==> src/rtl/alu_issue_ctrl_pkg.sv <==
`default_nettype none
// ============================================================================
//  Module   : alu_pkg
//  Brief    : Shared ALU op codes, RV64 opcodes and issue-FSM state type
//  Revision : 1.0  initial release
// ============================================================================
package alu_pkg;

    typedef logic [3:0] alu_op_t;

    // ALU op encoding is {b3, funct3}
    localparam alu_op_t ALU_ADD  = 4'b0000;
    localparam alu_op_t ALU_SUB  = 4'b1000;
    localparam alu_op_t ALU_SLL  = 4'b0001;
    localparam alu_op_t ALU_SLT  = 4'b0010;
    localparam alu_op_t ALU_SLTU = 4'b0011;
    localparam alu_op_t ALU_XOR  = 4'b0100;
    localparam alu_op_t ALU_SRL  = 4'b0101;
    localparam alu_op_t ALU_SRA  = 4'b1101;
    localparam alu_op_t ALU_OR   = 4'b0110;
    localparam alu_op_t ALU_AND  = 4'b0111;

    localparam logic [6:0] OPC_OP     = 7'b0110011;
    localparam logic [6:0] OPC_OP_IMM = 7'b0010011;

    typedef enum logic [1:0] {
        ST_IDLE  = 2'd0,
        ST_DRIVE = 2'd1,
        ST_RESP  = 2'd2
    } state_t;

endpackage
`default_nettype wire

==> src/rtl/alu_issue_ctrl_decode.sv <==
`default_nettype none
// ============================================================================
//  Module   : alu_op_decode
//  Brief    : Combinational RV64 OP/OP-IMM decode into ALU op and immediate
//  Revision : 1.0  initial release
// ============================================================================
module alu_op_decode
    import alu_pkg::*;
(
    input  logic [31:0] instr,
    output alu_op_t     op,
    output logic        use_imm,
    output logic [63:0] b_imm,
    output logic        illegal
);

    logic [6:0] opcode;
    logic [2:0] funct3;
    logic [6:0] funct7;

    assign opcode = instr[6:0];
    assign funct3 = instr[14:12];
    assign funct7 = instr[31:25];

    // Register specifiers are handled upstream; only the opcode fields matter here
    logic unused_reg_fields;
    assign unused_reg_fields = &{1'b0, instr[19:15], instr[11:7]};

    // Classify the instruction and derive op / immediate operand
    always_comb begin
        op      = ALU_ADD;
        use_imm = 1'b0;
        b_imm   = {{52{instr[31]}}, instr[31:20]};
        illegal = 1'b1;
        case (opcode)
            OPC_OP: begin
                if (funct7 == 7'b0000000) begin
                    op      = {1'b0, funct3};
                    illegal = 1'b0;
                end else if (funct7 == 7'b0100000 &&
                             (funct3 == 3'b000 || funct3 == 3'b101)) begin
                    op      = {1'b1, funct3};
                    illegal = 1'b0;
                end
            end
            OPC_OP_IMM: begin
                use_imm = 1'b1;
                op      = {1'b0, funct3};
                illegal = 1'b0;
                if (funct3 == 3'b001) begin
                    // 6-bit shamt; the upper field must be clear
                    b_imm   = {58'd0, instr[25:20]};
                    illegal = (instr[31:26] != 6'b000000);
                end else if (funct3 == 3'b101) begin
                    // instr[30] selects arithmetic vs logical right shift
                    b_imm   = {58'd0, instr[25:20]};
                    op      = {instr[30], 3'b101};
                    illegal = !(instr[31:26] == 6'b000000 ||
                                instr[31:26] == 6'b010000);
                end
            end
            default: illegal = 1'b1;
        endcase
    end

endmodule
`default_nettype wire

==> src/rtl/alu_issue_ctrl.sv <==
`default_nettype none
// ============================================================================
//  Module   : alu_issue_ctrl
//  Brief    : Issues one decoded OP/OP-IMM instruction to the 64-bit ALU,
//             waits the settle window and returns the captured result
//  Revision : 1.0  initial release
// ============================================================================
module alu_issue_ctrl
    import alu_pkg::*;
#(
    parameter int SETTLE_CYCLES = 1,
    parameter int CNT_W         = 16
) (
    input  logic             clk,
    input  logic             rst_n,
    input  logic             req_valid,
    output logic             req_ready,
    input  logic [31:0]      req_instr,
    input  logic [63:0]      req_rs1_val,
    input  logic [63:0]      req_rs2_val,
    output logic [63:0]      alu_a,
    output logic [63:0]      alu_b,
    output alu_op_t          alu_op,
    input  logic [63:0]      alu_out,
    input  logic             alu_zero,
    output logic             rsp_valid,
    input  logic             rsp_ready,
    output logic [63:0]      rsp_result,
    output logic             rsp_zero,
    output logic             rsp_illegal,
    output logic [CNT_W-1:0] cnt_issued,
    output logic [CNT_W-1:0] cnt_illegal
);

    localparam logic [3:0] SETTLE_LOAD = 4'(SETTLE_CYCLES - 1);

    state_t      state;
    state_t      next_state;
    logic [3:0]  settle_cnt;

    alu_op_t     dec_op;
    logic        dec_use_imm;
    logic [63:0] dec_b_imm;
    logic        dec_illegal;

    logic        accept;
    logic        settle_done;

    alu_op_decode u_decode (
        .instr   (req_instr),
        .op      (dec_op),
        .use_imm (dec_use_imm),
        .b_imm   (dec_b_imm),
        .illegal (dec_illegal)
    );

    assign req_ready   = (state == ST_IDLE);
    assign rsp_valid   = (state == ST_RESP);
    assign accept      = req_valid && req_ready;
    assign settle_done = (settle_cnt == 4'd0);

    // State register
    always_ff @(posedge clk or negedge rst_n) begin
        if (!rst_n) state <= ST_IDLE;
        else        state <= next_state;
    end

    // Next-state logic: accept, settle, then hold until handshake
    always_comb begin
        next_state = state;
        case (state)
            ST_IDLE:  if (accept) next_state = dec_illegal ? ST_RESP : ST_DRIVE;
            ST_DRIVE: if (settle_done) next_state = ST_RESP;
            ST_RESP:  if (rsp_ready) next_state = ST_IDLE;
            default:  next_state = ST_IDLE;
        endcase
    end

    // Operand, response, settle-counter and event-counter registers
    always_ff @(posedge clk or negedge rst_n) begin
        if (!rst_n) begin
            alu_a       <= '0;
            alu_b       <= '0;
            alu_op      <= ALU_ADD;
            rsp_result  <= '0;
            rsp_zero    <= 1'b0;
            rsp_illegal <= 1'b0;
            settle_cnt  <= 4'd0;
            cnt_issued  <= '0;
            cnt_illegal <= '0;
        end else begin
            case (state)
                ST_IDLE: begin
                    if (accept) begin
                        if (!dec_illegal) begin
                            alu_a      <= req_rs1_val;
                            alu_b      <= dec_use_imm ? dec_b_imm : req_rs2_val;
                            alu_op     <= dec_op;
                            settle_cnt <= SETTLE_LOAD;
                            cnt_issued <= cnt_issued + CNT_W'(1);
                        end else begin
                            // ALU operands deliberately left untouched
                            rsp_illegal <= 1'b1;
                            rsp_result  <= '0;
                            rsp_zero    <= 1'b0;
                            cnt_illegal <= cnt_illegal + CNT_W'(1);
                        end
                    end
                end
                ST_DRIVE: begin
                    if (settle_done) begin
                        rsp_result  <= alu_out;
                        rsp_zero    <= alu_zero;
                        rsp_illegal <= 1'b0;
                    end else begin
                        settle_cnt <= settle_cnt - 4'd1;
                    end
                end
                default: ;
            endcase
        end
    end

endmodule
`default_nettype wire

==> config.mk <==
export PLATFORM = sky130hd
export DESIGN_NAME = alu_issue_ctrl
export DESIGN_NICKNAME = d
export VERILOG_FILES = /design/src/rtl/alu_issue_ctrl_pkg.sv /design/src/rtl/alu_issue_ctrl_decode.sv /design/src/rtl/alu_issue_ctrl.sv
export SDC_FILE = /design/constraint.sdc
export NUM_CORES = 1
export LEC_CHECK = 0
export CORE_ASPECT_RATIO = 1.25
export CORE_MARGIN = 5
export CORE_UTILIZATION = 30
export DETAILED_ROUTE_END_ITERATION = 10
export GPL_ROUTABILITY_DRIVEN = 0
export PLACE_DENSITY = 0.61
export SLEW_MARGIN = 5
export SYNTH_ARGS = -nofsm -noshare
export SYNTH_HDL_FRONTEND = slang
export SYNTH_SLANG_ARGS = --single-unit
==> constraint.sdc <==
create_clock -name clk -period 2.3 [get_ports clk]
set_input_delay 0.345 -clock clk [delete_from_list [all_inputs] [get_ports clk]]
set_output_delay 0.345 -clock clk [all_outputs]
set_load 0.02 [all_outputs]
==> out/metrics.yaml <==
relSlewSlack_pct: 58.1
seqPwrFrac_pct: 43.5
status: "completed"
start_util_pct: 30.4
arrival_ps: 2650
cts_tree: "built"
end_kind: "flip-flop"
fin_crit_ps: 2230
p_per_area_nw_per_um2: 611
finalWorstSetupSlack_ps: 68.3
fin_skew_ps: 14.3
antenna_found_initial: 1
path_class: "input port to flip-flop"
tightest_slew_ps: 628
synth-seq-area-share_pct: 59.2
p_int_uw: 7670
final_cells: 1818
combinationalPowerShare_pct: 13.0
syn_inst: 891
core-area_um2: 32800
fin_crit_sh_pct: 97.0
synth_edf_count: 0
hpwl_um: 25300
synth_top_area_share_pct: 59.2
netSwitchingFraction_pct: 23.8
clock_latency_ps: 540
rsz0062_at_grt: "false"
critPathMaxFanout: 50
synth_seq_cells: 236
cap_violations: 0
fmax_ghz: 0.448
yosys.area.top_type: "dfrtp_1"
p_clk_share_pct: 43.5
numCtsBuffers: 26
crit_required_ps: 2720
synthAdderAreaFrac_pct: 0.502
chipHeight_um: 214
avgSynthCellArea_um2: 11.2
core.rowCount: 74
synth-main-ff-cell: "dfrtp_1"
slew_viol_final: 0
fillers: 2945
syn_area_um2: 9970
register_area_um2: 5910
ioPinCount: 461
grt_pass1_wl_um: 51900
clock_tree.root_cell: "clkbuf_16"
finalSetupViolations: 0
via_count: 8340
firstDrtPassIters: 6
die_width_um: 173
synth_xor_area_share_pct: 2.72
cp-start-kind: "input port"
port_buffers: 450
area_growth_pct: 65.2
layout-drive-gt1-share_pct: 11.8
drc: 0
grt_max_degree: 75
finalNetCount: 1613
synth_top_family_by_area: "multiplexers"
syn_nets: 1124
netlist_top_cells_count: "236 x dfrtp_1, 149 x nand2_1, 66 x o21ai_0"
finalHoldViolCount: 0
hold-worst-slack_ps: 356
finish.utilization_pct: 50.3
power.net_switching_uw: 2400
cellLeakagePower_uw: 0.00729
synth_warnings: 0
cts_buffer_depth: 3
synth.most_common_cell: "dfrtp_1"
ys_types: 44
synth_compound_area_share_pct: 7.55
synthSimpleGateAreaFrac_pct: 10.4
ant_nets: 0
synthMuxAreaShare_pct: 14.9
netlist_top_cells_area: "dfrtp_1 59%, mux2i_1 6.0%, nand2_1 5.6%"
clkTransAtPathRegs_ps: 60
grt_usage_pct: 17.5
drt_iter0_drc: 378
multi_input_area_um2: 3650
grt_overflow_total: 0
wirelength_um: 33700
cts_max_level: 1
place_ws_ps: -608
fp.dieArea_um2: 37000
clock-sinks: 236
hold_class: "input port to flip-flop"
grt_pass1_vias: 8865
ir_drop_v: 0.000507
wire_per_inst_um: 18.5
place_inst: 1768
synthArstFlopShare_pct: 100
fin_setup_tns_ps: 0
via_per_inst: 4.59
[metal layers]
layer	GRT usage, %	wire length, um
met3	5.66	2820
met1	20.7	13100
met4	5.56	790
met2	30.6	17000
met5	0	0
[final timing paths]
path,cells past startpoint,slack (ps),end,start
min,3,360,rsp_result[55],alu_out[55]
max reg2reg,6,190,alu_a[47],state[1]
max in group asynchronous,3,1160,alu_a[31],rst_n
max,6,70,alu_a[47],req_instr[26]
min in group asynchronous,2,400,alu_a[56],rst_n
min reg2reg,1,480,alu_b[1],alu_b[1]
[state kept, by name, indices dropped and copies added (netlist names)]
| register | cells |
|---|---|
| state | 2 |
| alu_a | 64 |
| alu_op | 4 |
| rsp_zero | 1 |
| cnt_issued | 16 |
| alu_b | 64 |
| settle_cnt | 4 |
| rsp_illegal | 1 |
| rsp_result | 64 |
| cnt_illegal | 16 |
[per-stage QoR]
stage               instance area (um2)  power [uW]
global placement                  15500        5780
CTS                               16400       10200
floorplan                          9970        4830
finish                            16500       10100
detailed placement                15500        5790
global route                      16500       10500
[worst max-delay path, stage by stage]
cell and delay [ps]:
clkdlybuf4s50_1 430, or4_4 610, o31ai_4 270, and4_4 310, buf_16 230, mux2_2 370
[timing repair]
item	CTS	global route
pin swaps	0	2
hold endpoints to repair	68	0
gates resized for setup	1	3
hold buffers	1	0
setup endpoints to repair	54	11
setup buffers	0	1
[cell type report]
class | count | share of cell area (%)
repair buffers | 514 | 31.9
clock buffers | 40 | 4.94
flip-flops and latches | 236 | 35.8
diodes | 1 | 0.0152
multi-input cells | 540 | 22.2
clock inverters | 7 | 0.562
well taps | 418 | 3.17
inverters | 62 | 1.41
[cell usage in the layout, fill, tap and decap left out, drive strengths merged, types with 3 or more instances in the layout]
master | synthesis | layout
nor2b | 3 | 3
nand3 | 14 | 14
clkdlybuf4s50 | 0 | 449
and4 | 6 | 6
nand2b | 3 | 3
nor3 | 5 | 5
clkinv | 0 | 5
a21oi | 59 | 59
or3 | 3 | 3
and2 | 3 | 3
ha | 4 | 4
mux2i | 60 | 60
mux2 | 79 | 79
o21ai | 68 | 68
inv | 62 | 62
buf | 15 | 64
dfrtp | 236 | 236
nor2 | 14 | 14
nand4 | 14 | 14
nand2 | 149 | 149
and3 | 6 | 6
xor2 | 9 | 9
xnor2 | 22 | 22
clkbuf | 38 | 40
[power groups by stage]
stage	clock (uW)	combinational (uW)	sequential (uW)
2_1_floorplan	0	233	4590
3_3_place_gp	0	1330	4450
3_5_place_dp	0	1330	4460
4_1_cts	4520	1340	4380
5_1_grt	4680	1420	4400
6_report	4380	1310	4380
[kinds of logic after synthesis]
family,count (synthesis)
buf+inv,115
xor+xnor,31
simple gates,228
fa+ha+maj,4
flops,236
compound gates,138
mux,139
Power figures use the tool's default switching activity.
